$ cat src/rtl/pulse_height_detector_if.sv
// Record channel between the pulse height detector and its consumer
// (histogrammer / readout). One record per accepted pulse, valid/ready
// handshake; a record transfers on a clock where out_valid && out_ready.
//
// Parameters: TW = timestamp width, WW = width-field width.
// Signals:
//   out_valid  producer -> consumer  record available
//   out_ready  consumer -> producer  consumer accepts record
//   out_peak   producer -> consumer  peak amplitude, signed 16 bit
//   out_time   producer -> consumer  sample index of first peak occurrence
//   out_width  producer -> consumer  number of above-threshold samples
// Modports: master = record producer (detector), slave = record consumer.
interface pulse_height_detector_if #(
  parameter int TW = 32,
  parameter int WW = 12
);
  logic                 out_valid;
  logic                 out_ready;
  logic signed [15:0]   out_peak;
  logic        [TW-1:0] out_time;
  logic        [WW-1:0] out_width;

  modport master (
    output out_valid, out_peak, out_time, out_width,
    input  out_ready
  );

  modport slave (
    input  out_valid, out_peak, out_time, out_width,
    output out_ready
  );
endinterface

$ cat src/rtl/pulse_height_detector.sv
// Pulse height detector: turns the signed 16-bit shaped-pulse stream into one
// record (peak, timestamp of first peak occurrence, width) per isolated pulse.
// Pulses that pile up during hold-off, or stay above threshold for MAX_WIDTH
// samples, are rejected and counted. Records go out through a one-entry
// valid/ready buffer; a record committed while that buffer is full and not
// draining is dropped and counted.
//
// Optional feature: define PHD_BASELINE_EN to add a 17-bit running baseline
// that tracks the input while idle and is subtracted (saturating) before
// the threshold comparison. Default build: x = in_data, no baseline logic.
//
// Ports:
//   clk, rst     clock, synchronous active-high reset
//   in_valid     sample strobe; all state advances only on accepted samples
//   in_data      shaped sample, signed
//   threshold    trigger level, signed, compared strictly (x > threshold)
//   rec          record channel (master side)
//   reject_cnt   pile-up + overlong rejections, saturating
//   drop_cnt     records lost to a full output buffer, saturating
module pulse_height_detector #(
  parameter int TW        = 32,
  parameter int HOLDOFF   = 16,
  parameter int MAX_WIDTH = 1024,
  parameter int WW        = 12
) (
  input  logic                     clk,
  input  logic                     rst,
  input  logic                     in_valid,
  input  logic signed [15:0]       in_data,
  input  logic signed [15:0]       threshold,
  pulse_height_detector_if.master  rec,
  output logic        [15:0]       reject_cnt,
  output logic        [15:0]       drop_cnt
);

  typedef enum logic [1:0] {IDLE, ACTIVE, HOLD, DISCARD} state_t;

  localparam int HW = $clog2(HOLDOFF + 1);

  state_t               state, state_n;
  logic        [TW-1:0] index;
  logic signed [15:0]   peak;
  logic        [TW-1:0] ptime;
  logic        [WW-1:0] width;
  logic        [HW-1:0] hcnt;

  logic signed [15:0]   x;
  logic                 above;
  logic        [WW:0]   width_inc;
  logic                 overflow;
  logic        [HW-1:0] hcnt_inc;
  logic                 hold_done;

  // Per-sample actions decoded from state and the current sample.
  logic start_evt, extend_evt, reject_evt, commit_evt, hold_enter, hold_step;
  logic load_ok;

`ifdef PHD_BASELINE_EN
  logic signed [16:0] b;
  logic signed [16:0] diff;
  logic               track;

  always_comb begin
    diff = {in_data[15], in_data} - b;
    // Bits 16 and 15 disagree only when the difference leaves 16-bit range.
    if (diff[16] != diff[15])
      x = diff[16] ? 16'sh8000 : 16'sh7fff;
    else
      x = diff[15:0];
  end

  // Baseline follows the input only while no event is being measured.
  assign track = in_valid && (state == IDLE || state == DISCARD);

  always_ff @(posedge clk) begin
    if (rst)
      b <= '0;
    else if (track)
      b <= b + (diff >>> 4);
  end
`else
  assign x = in_data;
`endif

  assign above     = x > threshold;
  assign width_inc = {1'b0, width} + 1'b1;
  assign overflow  = width_inc == (WW+1)'(MAX_WIDTH);
  assign hcnt_inc  = hcnt + 1'b1;
  assign hold_done = hcnt_inc == HW'(HOLDOFF);
  assign load_ok   = !rec.out_valid || rec.out_ready;

  // State register.
  always_ff @(posedge clk) begin
    // NOTE: sequential state uses non-blocking assignments so every register
    // samples pre-edge values regardless of block ordering.
    if (rst) state <= IDLE;
    else     state <= state_n;
  end

  // Next-state logic.
  always_comb begin
    // NOTE: default first, so no path through the case leaves state_n
    // unassigned and infers a latch.
    state_n = state;
    if (in_valid) begin
      unique case (state)
        IDLE:    if (above) state_n = ACTIVE;
        ACTIVE:  if (above) begin
                   if (overflow) state_n = DISCARD;
                 end else begin
                   state_n = (HOLDOFF == 1) ? IDLE : HOLD;
                 end
        HOLD:    if (above)          state_n = ACTIVE;
                 else if (hold_done) state_n = IDLE;
        DISCARD: if (!above) state_n = IDLE;
        default: state_n = IDLE;
      endcase
    end
  end

  // Output/action decode.
  always_comb begin
    start_evt  = 1'b0;
    extend_evt = 1'b0;
    reject_evt = 1'b0;
    commit_evt = 1'b0;
    hold_enter = 1'b0;
    hold_step  = 1'b0;
    if (in_valid) begin
      unique case (state)
        IDLE:    start_evt = above;
        ACTIVE:  if (above) begin
                   extend_evt = !overflow;
                   reject_evt = overflow;
                 end else begin
                   // With HOLDOFF=1 the exit sample itself completes hold-off.
                   commit_evt = (HOLDOFF == 1);
                   hold_enter = (HOLDOFF != 1);
                 end
        HOLD:    if (above) begin
                   // Pile-up: drop the pending event, this sample starts anew.
                   reject_evt = 1'b1;
                   start_evt  = 1'b1;
                 end else begin
                   commit_evt = hold_done;
                   hold_step  = !hold_done;
                 end
        DISCARD: ;
        default: ;
      endcase
    end
  end

  // Event datapath, counters and output buffer.
  always_ff @(posedge clk) begin
    if (rst) begin
      index         <= '0;
      peak          <= '0;
      ptime         <= '0;
      width         <= '0;
      hcnt          <= '0;
      reject_cnt    <= '0;
      drop_cnt      <= '0;
      rec.out_valid <= 1'b0;
      rec.out_peak  <= '0;
      rec.out_time  <= '0;
      rec.out_width <= '0;
    end else begin
      if (in_valid) index <= index + 1'b1;

      if (start_evt) begin
        peak  <= x;
        ptime <= index;
        width <= WW'(1);
      end else if (extend_evt) begin
        width <= width_inc[WW-1:0];
        // Strict compare keeps the earliest sample of an equal-height peak.
        if (x > peak) begin
          peak  <= x;
          ptime <= index;
        end
      end

      if (hold_enter)     hcnt <= HW'(1);
      else if (hold_step) hcnt <= hcnt_inc;

      if (reject_evt && reject_cnt != 16'hffff) reject_cnt <= reject_cnt + 1'b1;

      if (commit_evt && load_ok) begin
        rec.out_valid <= 1'b1;
        rec.out_peak  <= peak;
        rec.out_time  <= ptime;
        rec.out_width <= width;
      end else if (rec.out_valid && rec.out_ready) begin
        rec.out_valid <= 1'b0;
      end

      if (commit_evt && !load_ok && drop_cnt != 16'hffff) drop_cnt <= drop_cnt + 1'b1;
    end
  end

endmodule

$ cat src/flat_wrapper.sv
// flat-port wrapper written by rule: the top's interface ports become plain ports
module pulse_height_detector_flat 
#(
  parameter int TW        = 32,
  parameter int HOLDOFF   = 16,
  parameter int MAX_WIDTH = 1024,
  parameter int WW        = 12
)
  (clk, rst, in_valid, in_data, threshold, reject_cnt, drop_cnt, rec_out_valid, rec_out_peak, rec_out_time, rec_out_width, rec_out_ready);
  pulse_height_detector_if #(.TW(TW), .WW(WW)) rec_i ();
  input  logic clk;
  input  logic rst;
  input  logic in_valid;
  input  logic signed [15:0] in_data;
  input  logic signed [15:0] threshold;
  output logic        [15:0] reject_cnt;
  output logic        [15:0] drop_cnt;
  output wire logic [$bits(rec_i.out_valid)-1:0] rec_out_valid;
  output wire logic [$bits(rec_i.out_peak)-1:0] rec_out_peak;
  output wire logic [$bits(rec_i.out_time)-1:0] rec_out_time;
  output wire logic [$bits(rec_i.out_width)-1:0] rec_out_width;
  input wire logic [$bits(rec_i.out_ready)-1:0] rec_out_ready;
  assign rec_out_valid = rec_i.out_valid;
  assign rec_out_peak = rec_i.out_peak;
  assign rec_out_time = rec_i.out_time;
  assign rec_out_width = rec_i.out_width;
  assign rec_i.out_ready = rec_out_ready;
  pulse_height_detector #(.TW(TW), .HOLDOFF(HOLDOFF), .MAX_WIDTH(MAX_WIDTH), .WW(WW)) u_core (.clk(clk), .rst(rst), .in_valid(in_valid), .in_data(in_data), .threshold(threshold), .rec(rec_i), .reject_cnt(reject_cnt), .drop_cnt(drop_cnt));
endmodule
$ cat config.mk
export PLATFORM = sky130hd
export DESIGN_NAME = pulse_height_detector_flat
export DESIGN_NICKNAME = d
export VERILOG_FILES = /design/src/rtl/pulse_height_detector_if.sv /design/src/rtl/pulse_height_detector.sv /design/src/flat_wrapper.sv
export SDC_FILE = /design/constraint.sdc
export NUM_CORES = 1
export LEC_CHECK = 0
export CAP_MARGIN = 10
export CELL_PAD_IN_SITES_DETAIL_PLACEMENT = 0
export CELL_PAD_IN_SITES_GLOBAL_PLACEMENT = 1
export CORE_ASPECT_RATIO = 1.75
export CORE_MARGIN = 3
export CORE_UTILIZATION = 42
export CTS_BUF_LIST = sky130_fd_sc_hd__clkbuf_8
export DETAILED_ROUTE_END_ITERATION = 8
export MAX_ROUTING_LAYER = met4
export PLACE_DENSITY = 0.88
export SYNTH_ARGS = -nofsm -noshare
export SYNTH_HDL_FRONTEND = slang
export SYNTH_SLANG_ARGS = --single-unit
$ cat constraint.sdc
create_clock -name clk -period 3.2 [get_ports clk]
set_clock_uncertainty 0.05 [all_clocks]
set_input_delay 0.32 -clock clk [delete_from_list [all_inputs] [get_ports clk]]
set_output_delay 0.32 -clock clk [all_outputs]
set_load 0.03 [all_outputs]
==> flow_summary.json, run 1 <==
{
  "netlist_area_mm2": 0.00886,
  "crit_type": "in2reg",
  "clk_path_buf_depth": 2,
  "numCtsBuffers": 17,
  "final_cell_mix": "dfxtp_1, nand2_1, nor2_1, clkdlybuf4s50_1, a21oi_1",
  "rows": 69,
  "cts-root-buf": "clkbuf_8",
  "grt_start_max_net_pins": 67,
  "synth_enable_flop_cells": 0,
  "synth_top_flop_cell": "dfxtp_1",
  "dr.pass1.iters": 4,
  "period_needed_ns": 2.95,
  "tightest_slew_ns": 0.670,
  "syn_inst": 1033,
  "coreArea_mm2": 0.0205,
  "h-tree-depth": 4,
  "clkSinkCount": 192,
  "r2r-end": "u_core.ptime[16]$_SDFFE_PP0P_",
  "hp-class": "in2reg",
  "yosys.cell_types.count": 64,
  "vdd_drop_max_v": 0.000269,
  "port_buffers": 128,
  "slowest_delay_ns": 0.50,
  "finalHoldViolCount": 0,
  "whs_path_depth": 2,
  "crit_arrival_ns": 3.31,
  "detailed_place_hpwl_mm": 15.0,
  "synth_seq_cells": 192,
  "vias_per_cell": 5.20,
  "final_common_cell": "dfxtp_1",
  "overflow": 0,
  "status": "complete, no violations",
  "postRouteAntennaNets": 0,
  "vias": 7490,
  "clkTransAtPathRegs_ns": 0.10,
  "wl_per_cell_um": 14.2,
  "fp.dieW_um": 116,
  "syn_nets": 1112,
  "p_leak_nw": 4.07,
  "hold_end": "u_core.ptime[17]$_SDFFE_PP0P_",
  "start_kind": "input pin",
  "reg2reg_from": "u_core.width[0]$_SDFFE_PP0P_",
  "syn_avg_cell_area_um2": 8.58,
  "crit_family": "simple AND/OR/NAND/NOR gates",
  "ff2ff_setup_slack_ns": 0.27,
  "drcViolationCount": 0,
  "setup_viol_count_final": 0,
  "cellPowerDensity_mw_per_mm2": 424,
  "critPathSlowestCell": "or4_1",
  "cts_setup_buffers": 0,
  "crit_path_max_fanout": 4,
  "max_slew_margin_pct": 55.3,
  "max_cap_viol_count": 0,
  "nets": 1258,
  "start_util_pct": 43.1,
  "critPathCaptureType": "flip-flop",
  "min-delay-start": "rst",
  "grt.total_usage_pct": 18.8,
  "reg2reg_depth": 10,
  "die_h_um": 198,
  "wl_mm": 20.5,
  "ys_warn_count": 0,
  "worst-path-buf-inv": 3,
  "crit_chain": "clkdlybuf4s50_1 > ha_1 > nor2b_1 > o21ai_0 > a21boi_2 > o311a_1 > buf_4 > nor4b_4 > buf_4 > nand2_2 > or4_1 > a21oi_1",
  "cp.required_ns": 3.56,
  "finalCoreUtilization_pct": 53.9,
  "async_flop_share_pct": 0,
  "clk_latency_ns": 0.47,
  "routabilityCongestion": 0.831,
  "grt_antenna_before_repair": 0,
  "fmax_mhz": 339,
  "drv_slew": 0,
  "yosysSeqAreaShare_pct": 43.4,
  "drt_iter0_drc": 451,
  "grt_pass1_wl_mm": 33.9,
  "io_pins": 129,
  "fin_crit_sh_pct": 92.3,
  "areaGrowthSynthToFinish_pct": 25.0,
  "drive_above_1_share_pct": 9.14,
  "tns_ns": 0,
  "rsz0062_at_grt": "no",
  "die_area_mm2": 0.0229,
  "cp_common_cell": "buf_4",
  "tritoncts": "yes",
  "first_global_vias": 7239,
  "n_antenna_cell": 0
}
==> cells in the mapped netlist (all sizes together) (17+ instances only) <==
library cell / n / share of area, %
dfxtp: 192 / 43
nand2: 152 / 6.5
nor2: 127 / 5.4
a21oi: 90 / 5.3
mux2i: 51 / 5.8
inv: 48 / 2.0
ha: 43 / 6.1
nand3: 39 / 2.2
clkbuf: 35 / 1.5
xor2: 32 / 3.2
xnor2: 29 / 2.9
and3: 26 / 1.8
nand4: 25 / 1.8
nor3: 17 / 1.1
==> flip-flops by register name, summed over array words and instances, names as in the netlist, 5 cells and up <==
name,count
u_core.rec.out_time,32
u_core.rec.out_width,12
u_core.peak,16
u_core.rec.out_peak,16
u_core.width,12
u_core.hcnt,5
u_core.drop_cnt,16
u_core.reject_cnt,16
u_core.ptime,32
u_core.index,32
==> layer usage <==
layer | vias up | wire length [um] | GRT usage [%]
met1 | 3524 | 8420 | 20.6
li1 | 3803 | - | -
met4 | 0 | 401 | 6.97
met5 | - | 0 | -
met2 | 137 | 11100 | 33.7
met3 | 26 | 563 | 3.09
==> area by class of cell <==
class,instances,area (um2)
sequential,192,3840
fill,1951,9470
clock buffer,19,262
timing repair buffer,178,1730
tap,248,310
multi-input combinational,742,4570
inverter,48,180
clock inverter,13,176
==> where the power goes <==
part           switching, mW  internal, mW  total (mW)
clock                  0.893         0.833        1.73
sequential            0.0278          2.42        2.44
combinational          0.286         0.240       0.526
total                   1.21          3.49        4.70
==> per-stage QoR <==
step	hold slack (ns)	std cells	power, mW	worst slack (ns)	cell area [um2]
final	0.311	1440	4.70	0.246	11100
after global routing	0.308	1440	4.91	0.00314	11100
after CTS	0.277	1440	4.77	0.271	11100
after detailed placement	0.395	1408	3.03	-0.237	10600
after global placement	0.389	1408	3.02	-0.181	10600
after floorplan	0.381	1033	2.84	0.314	8860
==> cells by family after synthesis <==
family | Yosys count | synth area share, %
simple gates | 440 | 23.4
xor+xnor | 61 | 6.03
fa+ha+maj | 43 | 6.07
mux | 56 | 6.40
buf+inv | 99 | 5.03
flops | 192 | 43.4
compound gates | 142 | 9.70
==> worst max-delay path by stage <==
stage / from / end / cells past startpoint
after floorplan: u_core.width[1]$_SDFFE_PP0P_ / u_core.ptime[22]$_SDFFE_PP0P_ / 12
after global placement: in_data[1] / u_core.drop_cnt[15]$_SDFFE_PP0P_ / 12
after detailed placement: in_data[1] / u_core.drop_cnt[15]$_SDFFE_PP0P_ / 12
after CTS: u_core.width[0]$_SDFFE_PP0P_ / u_core.ptime[21]$_SDFFE_PP0P_ / 10
after global routing: u_core.peak[1]$_SDFFE_PP0P_ / u_core.ptime[12]$_SDFFE_PP0P_ / 11
final: in_data[1] / u_core.drop_cnt[15]$_SDFFE_PP0P_ / 12
==> repair_timing <==
item                       4_1_cts  5_1_grt
gates resized for setup          0        1
hold buffers                     0        0
setup endpoints to repair        0        1
(Power assumes the default switching activity.)
==> inputs of run 2 (changes only) <==
Settings changed: GPL_TIMING_DRIVEN set to 0, TNS_END_PERCENT set to 5.
==> run 2 against run 1 <==
Setup slack got worse by 0.21 ns. Fmax is 6.6% lower. Global-route usage up 1.0 points. Final area is 0.44% lower. Sequential share of layout area up 0.15 points. Largest power group unchanged.
==> flow_summary.json, run 2 (synthesis results as in run 1) <==
{
  "first_global_vias": 7441,
  "grt_start_max_net_pins": 20,
  "rows": 69,
  "slowest_delay_ns": 0.52,
  "vdd_drop_max_v": 0.000231,
  "crit_path_max_fanout": 8,
  "numCtsBuffers": 17,
  "holdBufCountCts": 0,
  "fin_crit_sh_pct": 98.8,
  "final_cell_mix": "dfxtp_1, nand2_1, clkdlybuf4s50_1",
  "rsz0062_at_grt": "yes",
  "coreArea_mm2": 0.0205,
  "nets": 1262,
  "io_pins": 129,
  "die_area_mm2": 0.0229,
  "crit_family": "simple AND/OR/NAND/NOR gates",
  "p_comb_share_pct": 11.4,
  "multi_input_comb_area_mm2": 0.00469,
  "seqPwrFrac_pct": 53.3,
  "max_cap_viol_count": 0,
  "postRouteAntennaNets": 0,
  "pwr-share-clk_pct": 35.3,
  "drive_above_1_share_pct": 8.03,
  "routabilityCongestion": 0.863,
  "cts-root-buf": "clkbuf_8",
  "clk_latency_ns": 0.48,
  "cp.required_ns": 3.56,
  "clkTransAtPathRegs_ns": 0.12,
  "start_kind": "input pin",
  "finalPower_mw": 4.59,
  "n_antenna_cell": 0,
  "detailed_place_hpwl_mm": 16.5,
  "h-tree-depth": 4,
  "cellPowerDensity_mw_per_mm2": 416,
  "crit_chain": "clkdlybuf4s50_1 > ha_2 > nand4_1 > nor4_2 > a21boi_4 > nor4_4 > nor4b_4 > buf_4 > nand2_2 > or4_1 > a21oi_1",
  "overflow": 0,
  "dr.pass1.iters": 5,
  "grt_pass1_wl_mm": 35.2,
  "tightest_slew_ns": 1.07,
  "tritoncts": "yes",
  "drv_slew": 0,
  "die_h_um": 198,
  "critPathCaptureType": "flip-flop",
  "period_needed_ns": 3.16,
  "critPathSlowestCell": "or4_1",
  "fp.dieW_um": 116,
  "ff2ff_setup_slack_ns": 0.12,
  "wl_per_cell_um": 15.2,
  "layout.area.seq_mm2": 0.00384,
  "tns_ns": 0,
  "worst-path-buf-inv": 2,
  "p_int_mw": 3.30,
  "crit_type": "in2reg",
  "finalHoldViolCount": 0,
  "areaGrowthSynthToFinish_pct": 24.5,
  "drt_iter0_drc": 359,
  "status": "complete, no violations",
  "clk_path_buf_depth": 2,
  "crit_arrival_ns": 3.52,
  "setup_viol_count_final": 0,
  "fmax_mhz": 316,
  "grt.total_usage_pct": 19.8,
  "final_common_cell": "dfxtp_1",
  "p_leak_nw": 3.99,
  "grt_antenna_before_repair": 0,
  "clkSinkCount": 192,
  "start_util_pct": 43.1,
  "power_switching_mw": 1.29,
  "port_buffers": 128,
  "largest_registers": "u_core.index: 32 flops, u_core.ptime: 32 flops, u_core.rec.out_time: 32 flops",
  "p_sw_share_pct": 28.1,
  "max_slew_margin_pct": 27.7,
  "vias": 7558,
  "drcViolationCount": 0,
  "vias_per_cell": 5.23,
  "wl_mm": 21.9,
  "hp-class": "reg2reg",
  "num-fill-cells": 1983
}
[run 2: layout make-up]
type | count | area share [%]
Clock buffer | 17 | 2.12
Multi-Input combinational cell | 742 | 42.5
Inverter | 48 | 1.63
Sequential cell | 192 | 34.9
Clock inverter | 15 | 1.52
Timing Repair Buffer | 133 | 12.1
Buffer | 49 | 2.46
Tap cell | 248 | 2.81
[run 2: through the flow]
stage / setup slack, ns / cell area (um2) / utilization [%] / hold slack, ns / instances
after floorplan: 0.314 / 8860 / - / 0.381 / 1033
after global placement: -0.952 / 10500 / 50.9 / 0.391 / 1409
final: 0.0371 / 11000 / 53.7 / 0.409 / 1444
after CTS: -0.0631 / 10900 / 53.0 / 0.412 / 1442
after global routing: -0.186 / 11000 / 53.7 / 0.429 / 1444
after detailed placement: -1.02 / 10500 / 50.9 / 0.397 / 1409
[run 2: tightest hold or removal path: cells and delay by family (launching register included)]
family	cells	cell delay (ns)
flip-flops	1	0.32
AND/OR/NAND/NOR	1	0.05
AO/OA/AOI/OAI	1	0.05
[run 2: power groups by stage]
| stage | logic [mW] | clock network [mW] | registers (mW) |
|---|---|---|---|
| 2_1_floorplan | 0.350 | 0 | 2.49 |
| 3_3_place_gp | 0.494 | 0 | 2.50 |
| 3_5_place_dp | 0.500 | 0 | 2.50 |
| 4_1_cts | 0.502 | 1.67 | 2.45 |
| 5_1_grt | 0.579 | 1.75 | 2.45 |
| 6_report | 0.523 | 1.62 | 2.45 |
[run 2: final timing paths]
path	from	end	depth (start not counted)
max	in_data[15]	u_core.drop_cnt[15]$_SDFFE_PP0P_	11
min	u_core.rec.out_width[7]$_SDFFE_PP0P_	u_core.rec.out_width[7]$_SDFFE_PP0P_	2
max reg2reg	u_core.width[1]$_SDFFE_PP0P_	u_core.reject_cnt[4]$_SDFFE_PP0P_	11
min reg2reg	u_core.rec.out_width[7]$_SDFFE_PP0P_	u_core.rec.out_width[7]$_SDFFE_PP0P_	2
[run 2: timing repair]
action / 4_1_cts / 5_1_grt
buffers inserted: 2 / 3
endpoints found under the hold margin: 0 / 0
pin swaps: 2 / 1
endpoints found under the setup margin: 132 / 149
gates resized for setup: 11 / 16
[run 2: metal layers]
layer	vias to the layer above	routed length (um)	track usage [%]
met3	37	608	3.00
met5	-	0	-
met4	0	561	7.61
li1	3831	-	-
met2	139	11900	36.7
met1	3551	8810	20.7
